[src/rtl/spike_binner_pkg.sv]
// Shared types and constants for the spike binning front end.
// Rate values are carried as zero-extended SPIKE_RATE_BIT-wide words.
package spike_binner_pkg;

    localparam int unsigned SPIKE_RATE_BIT = 3;
    localparam int unsigned RATE_MAX_DEF   = 4;

    typedef logic [SPIKE_RATE_BIT-1:0] rate_t;

    typedef enum logic {
        ST_IDLE,
        ST_DRAIN
    } drain_state_t;

    // Adds one when requested, but never goes past the saturation value.
    function automatic rate_t rate_sat_inc(input rate_t v, input logic inc, input rate_t max_v);
        if (inc && (v < max_v)) begin
            return rate_t'(v + 1'b1);
        end
        return v;
    endfunction

endpackage

[src/rtl/spike_binner_if.sv]
// Valid/ready stream of binned per-channel rates towards the mapper/encoder.
interface spike_binner_if #(
    parameter int unsigned N_CH = 4
);
    import spike_binner_pkg::*;

    localparam int unsigned CH_W = (N_CH > 1) ? $clog2(N_CH) : 1;

    rate_t           rate_out;
    logic [CH_W-1:0] ch_out;
    logic            rate_valid;
    logic            rate_ready;

    modport master (output rate_out, output ch_out, output rate_valid, input rate_ready);
    modport slave  (input rate_out, input ch_out, input rate_valid, output rate_ready);

endinterface

[src/rtl/spike_binner_rate_histogram.sv]
// Histogram of emitted rates: one saturating counter per rate value,
// synchronous clear and a combinational mode (argmax, lowest rate wins ties).
module rate_histogram
    import spike_binner_pkg::*;
#(
    parameter int unsigned NBINS  = RATE_MAX_DEF + 1,
    parameter int unsigned HIST_W = 16
) (
    input  logic  clk,
    input  logic  rst,
    input  logic  inc,
    input  rate_t idx,
    input  logic  clr,
    output rate_t mode
);

    logic [HIST_W-1:0] hist [NBINS];
    logic [HIST_W-1:0] best_cnt;
    rate_t             best_idx;

    always_ff @(posedge clk or posedge rst) begin
        if (rst) begin
            for (int unsigned i = 0; i < NBINS; i++) begin
                hist[i] <= '0;
            end
        end else if (clr) begin
            for (int unsigned i = 0; i < NBINS; i++) begin
                hist[i] <= '0;
            end
        end else if (inc) begin
            for (int unsigned i = 0; i < NBINS; i++) begin
                if ((idx == rate_t'(i)) && (hist[i] != '1)) begin
                    hist[i] <= hist[i] + 1'b1;
                end
            end
        end
    end

    // Strict greater-than keeps the earliest (lowest) rate on ties.
    always_comb begin
        best_cnt = hist[0];
        best_idx = '0;
        for (int unsigned i = 1; i < NBINS; i++) begin
            if (hist[i] > best_cnt) begin
                best_cnt = hist[i];
                best_idx = rate_t'(i);
            end
        end
        mode = best_idx;
    end

endmodule

[src/rtl/spike_binner.sv]
// Bins per-channel spike pulses into saturating rates, drains each bin over a
// valid/ready stream and publishes the most frequent rate every HIST_BINS bins.
module spike_binner
    import spike_binner_pkg::*;
#(
    parameter int unsigned N_CH       = 4,
    parameter int unsigned BIN_CYCLES = 1000,
    parameter int unsigned RATE_MAX   = RATE_MAX_DEF,
    parameter int unsigned HIST_BINS  = 256,
    parameter int unsigned HIST_W     = 16
) (
    input  logic                  clk,
    input  logic                  rst,
    input  logic                  enable,
    input  logic [N_CH-1:0]       spike_in,
    spike_binner_if.master        rate_if,
    output rate_t                 max_rate,
    output logic                  overrun
);

    localparam int unsigned TMR_W  = (BIN_CYCLES > 1) ? $clog2(BIN_CYCLES) : 1;
    localparam int unsigned CH_W   = (N_CH > 1) ? $clog2(N_CH) : 1;
    localparam int unsigned BCNT_W = $clog2(HIST_BINS + 1);
    localparam rate_t       RMAX   = rate_t'(RATE_MAX);

    drain_state_t      state, state_nxt;
    logic [TMR_W-1:0]  timer;
    logic [CH_W-1:0]   ch;
    logic [BCNT_W-1:0] bin_cnt;
    logic              done_q;
    rate_t             cnt    [N_CH];
    rate_t             shadow [N_CH];
    rate_t             rate_cur;
    rate_t             hist_mode;

    logic bin_end, load, hs, last_ch, final_hs, publish, valid;

    assign bin_end  = enable && (timer == TMR_W'(BIN_CYCLES - 1));
    assign load     = bin_end && (state == ST_IDLE);
    assign valid    = (state == ST_DRAIN);
    assign hs       = valid && rate_if.rate_ready;
    assign last_ch  = (ch == CH_W'(N_CH - 1));
    assign final_hs = hs && last_ch;
    assign publish  = done_q && (bin_cnt == BCNT_W'(HIST_BINS));
    assign rate_cur = valid ? shadow[ch] : '0;

    assign rate_if.rate_valid = valid;
    assign rate_if.rate_out   = rate_cur;
    assign rate_if.ch_out     = ch;

    always_ff @(posedge clk or posedge rst) begin
        if (rst) begin
            state <= ST_IDLE;
        end else begin
            state <= state_nxt;
        end
    end

    always_comb begin
        state_nxt = state;
        case (state)
            ST_IDLE:  if (load)     state_nxt = ST_DRAIN;
            ST_DRAIN: if (final_hs) state_nxt = ST_IDLE;
            default:                state_nxt = ST_IDLE;
        endcase
    end

    // A spike on the bin-end cycle belongs to the ending bin, so the snapshot
    // takes the incremented value while the live counter restarts from zero.
    always_ff @(posedge clk or posedge rst) begin
        if (rst) begin
            for (int unsigned i = 0; i < N_CH; i++) begin
                cnt[i]    <= '0;
                shadow[i] <= '0;
            end
        end else if (enable) begin
            for (int unsigned i = 0; i < N_CH; i++) begin
                if (bin_end) begin
                    cnt[i] <= '0;
                end else begin
                    cnt[i] <= rate_sat_inc(cnt[i], spike_in[i], RMAX);
                end
                if (load) begin
                    shadow[i] <= rate_sat_inc(cnt[i], spike_in[i], RMAX);
                end
            end
        end
    end

    always_ff @(posedge clk or posedge rst) begin
        if (rst) begin
            timer    <= '0;
            ch       <= '0;
            overrun  <= 1'b0;
            bin_cnt  <= '0;
            done_q   <= 1'b0;
            max_rate <= '0;
        end else begin
            if (enable) begin
                timer <= bin_end ? '0 : timer + 1'b1;
            end
            if (load) begin
                ch <= '0;
            end else if (hs) begin
                ch <= last_ch ? '0 : ch + 1'b1;
            end
            if (bin_end && (state == ST_DRAIN)) begin
                overrun <= 1'b1;
            end
            // Publishing waits one cycle after the final handshake so the
            // histogram already holds that last rate and the drain is over.
            done_q <= final_hs;
            if (publish) begin
                bin_cnt  <= '0;
                max_rate <= hist_mode;
            end else if (final_hs) begin
                bin_cnt <= bin_cnt + 1'b1;
            end
        end
    end

    rate_histogram #(
        .NBINS  (RATE_MAX + 1),
        .HIST_W (HIST_W)
    ) u_hist (
        .clk  (clk),
        .rst  (rst),
        .inc  (hs),
        .idx  (rate_cur),
        .clr  (publish),
        .mode (hist_mode)
    );

endmodule

[src/flat_wrapper.sv]
// flat-port wrapper written by rule: the top's interface ports become plain ports
module spike_binner_flat import spike_binner_pkg::*;
#(
    parameter int unsigned N_CH       = 4,
    parameter int unsigned BIN_CYCLES = 1000,
    parameter int unsigned RATE_MAX   = RATE_MAX_DEF,
    parameter int unsigned HIST_BINS  = 256,
    parameter int unsigned HIST_W     = 16
)
  (clk, rst, enable, spike_in, max_rate, overrun, rate_if_rate_out, rate_if_ch_out, rate_if_rate_valid, rate_if_rate_ready);
  spike_binner_if #(.N_CH(N_CH)) rate_if_i ();
  input  logic clk;
  input  logic rst;
  input  logic enable;
  input  logic [N_CH-1:0] spike_in;
  output rate_t max_rate;
  output logic overrun;
  output wire logic [$bits(rate_if_i.rate_out)-1:0] rate_if_rate_out;
  output wire logic [$bits(rate_if_i.ch_out)-1:0] rate_if_ch_out;
  output wire logic [$bits(rate_if_i.rate_valid)-1:0] rate_if_rate_valid;
  input wire logic [$bits(rate_if_i.rate_ready)-1:0] rate_if_rate_ready;
  assign rate_if_rate_out = rate_if_i.rate_out;
  assign rate_if_ch_out = rate_if_i.ch_out;
  assign rate_if_rate_valid = rate_if_i.rate_valid;
  assign rate_if_i.rate_ready = rate_if_rate_ready;
  spike_binner #(.N_CH(N_CH), .BIN_CYCLES(BIN_CYCLES), .RATE_MAX(RATE_MAX), .HIST_BINS(HIST_BINS), .HIST_W(HIST_W)) u_core (.clk(clk), .rst(rst), .enable(enable), .spike_in(spike_in), .rate_if(rate_if_i), .max_rate(max_rate), .overrun(overrun));
endmodule
[config.mk]
export PLATFORM = sky130hd
export DESIGN_NAME = spike_binner_flat
export DESIGN_NICKNAME = d
export VERILOG_FILES = /design/src/rtl/spike_binner_pkg.sv /design/src/rtl/spike_binner_if.sv /design/src/rtl/spike_binner_rate_histogram.sv /design/src/rtl/spike_binner.sv /design/src/flat_wrapper.sv
export SDC_FILE = /design/constraint.sdc
export NUM_CORES = 1
export LEC_CHECK = 0
export CORE_ASPECT_RATIO = 1.4
export CORE_MARGIN = 2
export CORE_UTILIZATION = 59
export CTS_CLUSTER_DIAMETER = 150
export CTS_CLUSTER_SIZE = 20
export DETAILED_ROUTE_END_ITERATION = 8
export PLACE_DENSITY = 0.86
export SYNTH_ARGS = -nofsm -noshare
export SYNTH_HDL_FRONTEND = slang
export SYNTH_SLANG_ARGS = --single-unit
export TNS_END_PERCENT = 5
[constraint.sdc]
create_clock -name clk -period 8.1 [get_ports clk]
set_input_delay 1.215 -clock clk [delete_from_list [all_inputs] [get_ports clk]]
set_output_delay 1.215 -clock clk [all_outputs]
set_load 0.05 [all_outputs]
======== Word level (Yosys, flattened, before mapping) ========
Index checks and enable logic that the tools add are counted.
operators by class
  add/sub/neg operators ................... 12
  order comparisons ....................... 9
  equal/unequal tests ..................... 12
  mux-type cells .......................... 63
  bitwise logic cells ..................... 2
  reduce and logical (&&, ||, !) cells .... 38
operators by type and width
  kind                                           count
  2-to-1 mux 80 bit                              2
  2-to-1 mux 16 bit                              8
  adder 16 x 1 -> 16 bit, second input constant  5
  != test 16 bit, second input constant          5
  2-to-1 mux 3 bit                               22
  greater-than comparator 16 bit                 4
  nonzero test 2 bit                             12
  2-to-1 mux 1 bit                               23
  AND reduction 2 bit                            10
  2-to-1 mux 9 bit                               2
  logical AND 1 bit                              15
  adder 3 x 1 -> 3 bit, second input constant    4
  < comparator 3 bit, second input constant      4
  adder 10 x 1 -> 10 bit, second input constant  1
  == test 10 bit, second input constant          1
  2-to-1 mux 10 bit                              1
  adder 9 x 1 -> 9 bit, second input constant    1
  == test 9 bit, second input constant           1
  binary-select mux 3 bit (select 2 bit)         1
  == test 3 x 2 -> 1 bit, second input constant  2
  2-to-1 mux 2 bit                               3
  == test 3 x 1 -> 1 bit, second input constant  1
  == test 3 bit, second input constant           1
  >= comparator 3 bit, second input constant     1
  6 further kinds                                6
word-level totals
  bits in registers ....................... 131
  input bits .............................. 8
  output and inout bits ................... 10
  word-level logic and storage cells ...... 156

======== Longest topological paths before layout ========
Gate-level depths: netlist (run 1).
  word-level depth ........................ 10
  gate-level depth with buffers ........... 38
  gate-level depth less buffers ........... 35

======== Modules after synthesis ========
A second synthesis (run 1) with hierarchy kept.
second synthesis, totals
  cells, all modules ...................... 919
  area total of the unflattened synthesis .. 8570.7 µm²
by module, submodules not included
  module          times used  cells each  area each (µm²)  sequential area each (µm²)
  rate_histogram  1           695         6027.0           2001.9
  spike_binner    1           224         2543.7           1276.2

======== Worst setup path after synthesis (run 1) ========
OpenSTA, ideal clock, no wires.
  kind .................................... register -> register
  start point ............................. register u_core.u_hist.hist[78] in the netlist's numbering
  end point ............................... register u_core.max_rate[2]
  library setup time ...................... 119 ps
  arrival time ............................ 6903 ps
  data required time ...................... 7981 ps
  path slack .............................. 1077 ps
  cell stages (with the launch flop) ...... 36
  buffers on the path ..................... 4
  clock period less this slack ............ 7023 ps
  cells stage by stage .................... dfrtp_1 > inv_1 > ha_1 > and4_1 > nand2_1 > or4_4 > o31ai_4 > buf_4 > mux2_2 > inv_1 > ha_1 > nand4_1 > nor3_1 > and2_1 > o2111ai_1 > o22a_2 > buf_2 > nor3_1 > a21oi_1 > ha_1 > a211oi_1 > o21bai_1 > a211o_1 > o2111ai_1 > a21boi_0 > a31oi_1 > clkbuf_1 > nand3_2 > buf_2 > o221ai_2 > ha_1 > a21o_1 > a21o_1 > a211oi_1 > a31oi_1 > o21a_1
on the way
  cells in the longest elaborated chain, start to end .. 8
  elaborated cells on any way between the ends .. 9
  classes of those cells .................. order compare: 4; mux: 5
ends and longest elaborated chain
  what                             line                               text
  start, declared                  spike_binner_rate_histogram.sv:17  logic [HIST_W-1:0] hist [NBINS];
  start signal, assigned by index  spike_binner_rate_histogram.sv:33  hist[i] <= hist[i] + 1'b1;
  greater-than comparator 16 bit   spike_binner_rate_histogram.sv:44  if (hist[i] > best_cnt) begin
  2-to-1 mux 16 bit *              spike_binner_rate_histogram.sv:44
  greater-than comparator 16 bit   spike_binner_rate_histogram.sv:44
  2-to-1 mux 16 bit *              spike_binner_rate_histogram.sv:44
  greater-than comparator 16 bit   spike_binner_rate_histogram.sv:44
  2-to-1 mux 16 bit                spike_binner_rate_histogram.sv:44
  greater-than comparator 16 bit   spike_binner_rate_histogram.sv:44
  2-to-1 mux 3 bit *               spike_binner_rate_histogram.sv:44
  end signal, assigned             spike_binner.sv:115                max_rate <= hist_mode;
  end, declared                    spike_binner.sv:17                 output rate_t max_rate,
Every way passes the cells marked *; elsewhere a longest branch is shown, timed or not.
A chain may end at the register's enable or synchronous reset.

======== Final worst setup path (run 1) ========
Same ends and word-level chain as after synthesis.

==> results, run 1 <==
- Clock-pin slew was measured on the worst setup and hold paths at 0.06 ns.
- By count the netlist is led by sky130_fd_sc_hd__dfrtp_1, sky130_fd_sc_hd__nor2_1, sky130_fd_sc_hd__ha_1.
- Yosys mapped a number of flops with a built-in enable equal to 0.
- Summing the areas of all compound-gate instances in the mapped netlist gives 13.7% of the synthesized area.
- The startpoint identified for the worst register-to-register timing path is u_core.u_hist.hist[78]$_DFFE_PP0P_.
- The startpoint type of the worst setup path is a register.
- After synthesis, the netlist uses 73 different library cells.
- The total nets after synthesis is 1,010.
- The number of antenna-violating nets in the routed design is 0.
- The diode insertion count for antenna repair is 0.
- The die is 148 um tall.
- Counting flops and latches in the post-synthesis netlist gives 131.
- The hold violation count in the final report is 0.
- The total wirelength of the detailed-routed design is 21.3 mm.
- The end of the worst register-to-register path is u_core.max_rate[2]$_DFFE_PP0P_.
- The number of nets in the finished design is 1,025.
- Across the whole layout, storage elements account for 3280 um2.
- The dominant register cell in the synthesized netlist is sky130_fd_sc_hd__dfrtp_1.
- Data arrives at the worst endpoint at 7.95 ns.
- The die outline area is 15,700 um2.
- The cell leakage power is 4.27 nW.
- The fraction of layout instances using a drive strength above 1 is 11.6%.
- The share of power burned in registers is 43.3%.
- The worst slew slack as a fraction of its limit is 48.3%.
- The tightest min-delay check is of the register to register type.
- The proportion of synthesized area in mux cells is 4.19%.
- The I/O pin total is 18.
- The synthesized netlist devotes 10.9% of its cell area to adder and majority cells.
- The number of clock sinks is 131.
- The biggest area contributor in the post-synthesis netlist is sky130_fd_sc_hd__dfrtp_1.
- The initial utilization of the core area, before any placement, comes to 60.1%.
- The worst-case register-to-register setup slack is 0.47 ns.
- Counting instances, the worst hold path has a depth of 1.
- The layout-stage area growth over the synthesis result is 11.5%.
- The global-route wire length before repair is 35.0 mm.
- The cell with the biggest individual delay on the critical path is sky130_fd_sc_hd__or4_4.
- The maximum buffer depth of the clock tree is 2.
- Between clock sinks in the finished design, the worst skew comes to 0.00870 ns.
- The leftover overflow at the end of global routing is 0.
- The main combinational cell family by area after synthesis is simple AND/OR/NAND/NOR gates.
- The count of warnings emitted by yosys is 0.
- The final number of max-transition violations is 0.
- The post-detailed-route DRC marker count is 0.
- The tree is rooted in a sky130_fd_sc_hd__clkbuf_16.
- The per-cell via count in the routed design is 6.17.
- STA classifies the critical path endpoint as a register.
- After floorplanning, the core was divided into 52 placement rows.
- The congestion estimate from routability-driven global placement came to 0.979.
- The synthesized-area fraction occupied by and/or/nand/nor cells is 21.2%.
- The flow ran to the end, and the final reports show no timing, DRC or antenna violations.
- Entering global routing, the biggest net connects 86 pins.
- The average instance area after synthesis is 9.38 um2.
- The power density over the cells is 177 nW/um2.
- The transition time of the tightest slew-check pin is 0.776 ns.
- The number of setup violations in the final report is 0.
- The number of cells traversed by the worst register-to-register path is 36.
- TritonCTS created 17 clock buffers.
- The synthesized design devotes to its leading area cell type 37.7% of total area.
- The worst setup path is of the register to register kind.
- Of all nets on the critical path, the largest fanout is 21.
- The data required time at the worst endpoint is 8.42 ns.
- The number of fill cells is 1,072.
- The worst supply voltage drop on vdd is 0.187 mV.
- The internal power of the cells totals 1.30 mW.
- The most numerous cell type found on the critical path is sky130_fd_sc_hd__ha_1.
- The total area inside the core boundary comes to 14,400 um2.
- The sequential fraction of the synthesis area is 37.7%.
- The xor and xnor area share after synthesis is 8.47%.
- The initial antenna violation count is 0.
- Global routing used 28.5% of the available tracks across all layers.
- The multi-input combinational cells in the finished layout cover a total of 5110 um2.
- Of the available clock period, the critical path in the final layout requires 94.2%.
- Derived from the worst setup path, the maximum achievable clock frequency is 131 MHz.
- The worst hold path terminates at u_core.overrun$_DFFE_PP0P_.
- The cell area that synthesis handed to floorplanning was 8680 um2.
- The overall power after layout is 1.71 mW.
- In this run the horizontal extent of the chip is 107 um.
- The largest single stage delay on the critical path is 0.59 ns.
- The number of buffer cells added on primary ports is 17.
- Summed over all nets, the half-perimeter wirelength after detailed placement is 15.4 mm.
- By area the synthesized netlist is led by sky130_fd_sc_hd__dfrtp_1, sky130_fd_sc_hd__ha_1, sky130_fd_sc_hd__nor2_1.
- The net switching fraction of the power is 24.1%.
- The startpoint identified for the worst hold timing path is u_core.overrun$_DFFE_PP0P_.
- Yosys instantiated no cell more often than sky130_fd_sc_hd__dfrtp_1.
- Synthesis handed over a netlist of 926 instances.
- The CTS tree is built.
- The clock network power share is 48.7%.
- The routed length per placed instance is 18.7 um.
- The later pin in the worst-skew pair is clocked with a latency of 0.43 ns.
- The number of global-route vias before repair is 6,990.
- After layout, the minimum clock period comes to 7.63 ns.
- The number of levels the H-tree was split into is 4.
- The power dissipated by switching net loads is 0.414 mW.
- The total vias in the final route is 7,044.
- The number of detailed-routing iterations run before antenna repair is 6.
- The share of synthesized flip-flops with an asynchronous set or reset is 100%.
- The violation count after the first detailed-route iteration is 496.
- The final core area utilization is 67.1%.
- Per report_power, the combinational group accounts for 8.0% of the total.
- Max-cap violations in this run came to 0.
## logic make-up (layout without fill, tap and decap cells)
group	count (synthesis)	count (layout)
simple gates	366	366
compound gates	164	164
flops	131	131
xor+xnor	84	84
fa+ha+maj	76	76
buf+inv	75	102
mux	30	30
## cells in the final DEF, fill, tap and decap left out, types with 12 or more instances in the layout
cell,Yosys,final
sky130_fd_sc_hd__nand3_1,32,32
sky130_fd_sc_hd__nor2_1,118,118
sky130_fd_sc_hd__clkbuf_16,0,17
sky130_fd_sc_hd__inv_1,45,44
sky130_fd_sc_hd__mux2_2,15,15
sky130_fd_sc_hd__xor2_1,42,42
sky130_fd_sc_hd__clkdlybuf4s50_1,0,17
sky130_fd_sc_hd__nand4_1,34,34
sky130_fd_sc_hd__xnor2_1,42,42
sky130_fd_sc_hd__nor3_1,33,33
sky130_fd_sc_hd__and3_1,12,12
sky130_fd_sc_hd__ha_1,76,76
sky130_fd_sc_hd__dfrtp_1,131,131
sky130_fd_sc_hd__nand2_1,68,67
sky130_fd_sc_hd__or2_2,15,15
sky130_fd_sc_hd__a21oi_1,51,50
sky130_fd_sc_hd__o21ai_0,38,38
## worst max-delay path by stage
| stage | startpoint | endpoint | slack (ns) | cells after the start |
|---|---|---|---|---|
| final | u_core.u_hist.hist[78]$_DFFE_PP0P_ | u_core.max_rate[2]$_DFFE_PP0P_ | 0.47 | 36 |
| after global routing | u_core.u_hist.hist[78]$_DFFE_PP0P_ | u_core.max_rate[2]$_DFFE_PP0P_ | -0.003 | 37 |
| after CTS | u_core.u_hist.hist[65]$_DFFE_PP0P_ | u_core.max_rate[2]$_DFFE_PP0P_ | 0.06 | 35 |
| after detailed placement | u_core.u_hist.hist[65]$_DFFE_PP0P_ | u_core.max_rate[1]$_DFFE_PP0P_ | 0.007 | 35 |
| after global placement | u_core.u_hist.hist[65]$_DFFE_PP0P_ | u_core.max_rate[2]$_DFFE_PP0P_ | 0.23 | 35 |
| after floorplan | u_core.u_hist.hist[78]$_DFFE_PP0P_ | u_core.max_rate[2]$_DFFE_PP0P_ | 1.08 | 35 |
## worst max-delay path, delay by kind of cell, from the launching register on
family          cells  cell delay [ns]
compound gates     18             2.74
fa+ha+maj           4             1.05
buf+inv             4             0.61
flops               1             0.41
mux                 1             0.37
simple gates        9             2.32
## layout make-up
class | instances | area share [%]
Multi-Input combinational cell | 720 | 52.8
Tap cell | 189 | 2.44
Inverter | 46 | 1.83
Timing Repair Buffer | 25 | 2.51
Clock inverter | 10 | 1.77
Sequential cell | 131 | 33.8
Clock buffer | 21 | 4.86
## layer usage
layer  share of wire, %  GRT usage, %  routed length, um  vias to the layer above
met5                  0             0                  0                        -
met1                 40          32.3               8550                     3413
met2                 51          50.3              10900                      215
met3                3.4          5.11                736                       81
met4                5.4          16.0               1160                        0
li1                   -             -                  -                     3335
## sequential cells by signal (all words and copies together) (netlist names)
register	count
u_core.bin_cnt	9
u_core.cnt	12
u_core.timer	10
u_core.rate_if.ch_out	2
u_core.max_rate	3
u_core.shadow	12
u_core.done_q	1
u_core.rate_if.rate_valid	1
u_core.u_hist.hist	80
u_core.overrun	1
## power groups by stage
| stage | combinational (mW) | clock, mW | sequential [mW] |
|---|---|---|---|
| after floorplan | 0.106 | 0 | 0.740 |
| final | 0.137 | 0.835 | 0.742 |
| after global placement | 0.130 | 0 | 0.747 |
| after detailed placement | 0.137 | 0 | 0.750 |
| after global routing | 0.159 | 0.872 | 0.746 |
| after CTS | 0.139 | 0.842 | 0.740 |
## metrics by stage
stage | setup slack [ns] | std cells | hold slack [ns] | setup TNS [ns] | area (um2)
2_1_floorplan | 1.08 | 926 | 0.442 | 0 | 8680
3_3_place_gp | 0.228 | 1107 | 0.448 | 0 | 8970
3_5_place_dp | 0.00748 | 1107 | 0.455 | 0 | 8970
4_1_cts | 0.0573 | 1138 | 0.468 | 0 | 9620
5_1_grt | -0.00345 | 1142 | 0.484 | -0.00345 | 9690
6_report | 0.469 | 1142 | 0.464 | 0 | 9690
## repair_timing
action,CTS,global route
setup endpoints to repair,3,3
setup buffers,0,4
pin swaps,1,1
hold buffers,0,0
gates resized for setup,0,5
Note: power is estimated with default switching activity, not from simulation.
==> inputs of run 2 (changes only) <==
--- a/config.mk
+++ b/config.mk
@@ -6,7 +6,7 @@
 export NUM_CORES = 1
 export LEC_CHECK = 0
 export CORE_ASPECT_RATIO = 1.4
-export CORE_MARGIN = 2
+export CORE_MARGIN = 3
 export CORE_UTILIZATION = 59
 export CTS_CLUSTER_DIAMETER = 150
 export CTS_CLUSTER_SIZE = 20
==> results, run 2 (synthesis gave the netlist of run 1 again) <==
- The height of the die was 150 um (was 148 um).
- The largest register by flop count is u_core.u_hist.hist (unchanged).
- The final core area utilization is 68.7% (was 67.1%).
- The count of placed standard cells in the final layout, fillers left out was 1,146 (was 1,142).
- The multi-input combinational cell area is 5140 um2 (was 5110 um2).
- The number of fill cells is 1,054 (was 1,072).
- The final critical path time including I/O delays and setup came to 7.53 ns (was 7.63 ns).
- The type of destination of the critical path is a register (unchanged).
- The upper clock frequency limit was 133 MHz (was 131 MHz).
- The maximum buffer depth of the clock tree is 2 (unchanged).
- The core area is 14,200 um2 (was 14,400 um2).
- The final cycle utilization of the critical path came to 93.0% (was 94.2%).
- The maximum number of pins on one net before global-route repair is 83 (was 86).
- The number of cells after detailed placement is 1,105 (was 1,107).
- The cell with the biggest individual delay on the critical path is sky130_fd_sc_hd__or4_4 (unchanged).
- Setup repair after global routing left no endpoint under its margin.
- The worst-case register-to-register setup slack is 0.57 ns (was 0.47 ns).
- The clock slew at the register clock pins of the worst setup and hold paths is 0.05 ns (was 0.06 ns).
- The total wirelength of the detailed-routed design is 20.7 mm (was 21.3 mm).
- The power density over the cells is 171 nW/um2 (was 177 nW/um2).
- The startpoint of the worst setup timing path is u_core.u_hist.hist[78]$_DFFE_PP0P_ (unchanged).
- The number of cells traversed by the worst register-to-register path is 34 (was 36).
- The fraction of layout instances using a drive strength above 1 is 12.5% (was 11.6%).
- Largest regs: u_core.u_hist.hist x80, u_core.cnt x12, u_core.shadow x12 (unchanged).
- The per-cell via count in the routed design is 6.14 (was 6.17).
- The number of hold buffers added after CTS came to 0 (unchanged).
- The leftover overflow at the end of global routing came to 0 (unchanged).
- The number of nets in the finished design is 1,032 (was 1,025).
- The met3 usage is 4.79% (was 5.11%).
- The clock tree skew after final layout is 0.0164 ns (was 0.00870 ns).
- The violation count after the first detailed-route iteration is 428 (was 496).
- The path class of the lowest-slack min-delay path is register to register (unchanged).
- The hold violation count in the final report came to 0 (unchanged).
- The final number of max-transition violations is 0 (unchanged).
- Top library cells by usage in the layout, fill and taps aside: sky130_fd_sc_hd__dfrtp_1, sky130_fd_sc_hd__nor2_1, sky130_fd_sc_hd__ha_1 (unchanged).
- The worst supply voltage drop on vdd is 0.158 mV (was 0.187 mV).
- The diode insertion count for antenna repair is 0 (unchanged).
- The number of setup violations in the final report is 0 (unchanged).
- The category of the critical setup timing path was register to register (unchanged).
- The end of the worst register-to-register path is u_core.max_rate[0]$_DFFE_PP0P_ (was u_core.max_rate[2]$_DFFE_PP0P_).
- The met2 global-route usage is 46.5% (was 50.3%).
- The number of antenna-violating nets in the routed design is 0 (unchanged).
- The startpoint of the lowest-slack register-to-register path is u_core.u_hist.hist[78]$_DFFE_PP0P_ (unchanged).
- The initial core utilization is 61.3% (was 60.1%).
- The final hold slack is 0.466 ns (was 0.464 ns).
- The hold path depth is 1 (unchanged).
- The clock tree root buffer cell is sky130_fd_sc_hd__clkbuf_16 (unchanged).
- The layout-stage area growth over the synthesis result came to 12.1% (was 11.5%).
- The register area was 3280 um2 (unchanged).
- The flip-flop count of the largest register after layout is 80 (unchanged).
- The number of detailed-routing iterations run before antenna repair is 5 (was 6).
- The number of global-route vias before repair is 7,036 (was 6,990).
- The most utilized layer in the global route result was met2 (unchanged).
- The initial antenna violation count came to 0 (unchanged).
- The most common cell after layout, fill and taps aside is sky130_fd_sc_hd__dfrtp_1 (unchanged).
- The worst-skew pair later-pin latency is 0.43 ns (about the same).
- The met1 track utilization from global routing came to 31.0% (was 32.3%).
- The cell type with the highest occurrence count on the critical path is sky130_fd_sc_hd__ha_1 (unchanged).
- The maximum fanout along the worst path came to 21 (unchanged).
- The post-detailed-route DRC marker count is 0 (unchanged).
- The count of maximum capacitance violations is 0 (unchanged).
- The signal arrival time at the worst endpoint came to 7.87 ns (was 7.95 ns).
- The post-DP HPWL came to 14.8 mm (was 15.4 mm).
- The startpoint of the lowest-slack hold path was u_core.overrun$_DFFE_PP0P_ (unchanged).
- The worst slew slack as a fraction of its limit is 50.4% (was 48.3%).
- The I/O pin total is 18 (unchanged).
- The startpoint type of the worst setup path is a register (unchanged).
- The number of levels the H-tree was split into was 4 (unchanged).
- The global-route wire length before repair is 34.3 mm (was 35.0 mm).
- The weighted congestion reported at the end of routability-driven placement is 0.939 (was 0.979).
- The number of clock sinks is 131 (unchanged).
- The routed length per placed instance is 18.1 um (was 18.7 um).
- The die outline area was 16,200 um2 (was 15,700 um2).
- The accumulated negative setup slack came to 0 ns (unchanged).
- The cell leakage power is 4.30 nW (was 4.27 nW).
- The largest stage delay on the critical path was 0.60 ns (was 0.59 ns).
- Status: complete, no violations (unchanged).
- The number of buffer cells added on primary ports came to 17 (unchanged).
- The data required time at the worst endpoint is 8.44 ns (was 8.42 ns).
- The global routing usage summed across all routing layers is 26.9% (was 28.5%).
- The TritonCTS buffer count was 17 (unchanged).
- The hold-critical path endpoint is u_core.overrun$_DFFE_PP0P_ (unchanged).
- The count of standard-cell rows is 51 (was 52).
- The total vias in the final route came to 7,037 (was 7,044).
- The CTS tree is built (unchanged).
- The transition time of the tightest slew-check pin is 0.744 ns (was 0.776 ns).
- The horizontal extent of the die was 109 um (was 107 um).
[run 2: what timing repair did]
action | in CTS | in global routing
gates resized for setup | 0 | 13
setup buffers | 0 | 9
endpoints found under the setup margin | 0 | 3
[run 2: layout make-up]
cell class	count	share of cell area, %
Timing Repair Buffer	32	3.07
Sequential cell	131	33.7
Inverter	46	1.85
Tap cell	185	2.38
Clock inverter	7	0.964
Multi-Input combinational cell	720	52.8
Clock buffer	25	5.30
[run 2: power by group]
| group | total, mW | switching [mW] | leakage [nW] | internal, mW |
|---|---|---|---|---|
| Combinational | 0.136 | 0.0722 | 2.25 | 0.0634 |
| Sequential | 0.740 | 0.0442 | 1.76 | 0.696 |
| Clock | 0.793 | 0.290 | 0.296 | 0.502 |
[run 2: routing by layer]
layer  vias up  wire (um)  share of wire (%)
li1       3354          -                  -
met1      3427       8270                 40
met2       193      10600                 51
met3        63        779                3.8
met4         0       1050                5.1
met5         -          0                  0
[run 2: how the worst max path moves through the flow]
stage | end | slack, ns | cells after the start
2_1_floorplan | u_core.max_rate[2]$_DFFE_PP0P_ | 1.08 | 35
3_3_place_gp | u_core.max_rate[2]$_DFFE_PP0P_ | 0.35 | 33
3_5_place_dp | u_core.max_rate[0]$_DFFE_PP0P_ | 0.22 | 35
4_1_cts | u_core.max_rate[0]$_DFFE_PP0P_ | 0.20 | 35
5_1_grt | u_core.max_rate[2]$_DFFE_PP0P_ | 0.007 | 36
6_report | u_core.max_rate[0]$_DFFE_PP0P_ | 0.57 | 34
[run 2: through the flow]
stage / area, um2 / power [mW] / worst slack (ns)
2_1_floorplan: 8680 / 0.846 / 1.08
3_3_place_gp: 8980 / 0.876 / 0.350
3_5_place_dp: 8980 / 0.886 / 0.223
4_1_cts: 9590 / 1.67 / 0.196
5_1_grt: 9730 / 1.73 / 0.00689
6_report: 9730 / 1.67 / 0.568
[run 2: critical path: cells and delay by family (launching register included)]
kind,cells,cell delay [ns]
AOI/OAI and AO/OA,16,2.80
and+or+nand+nor,8,2.01
adders and majority gates,4,1.12
buffers and inverters,5,0.75
DFF,1,0.42
muxes,1,0.36
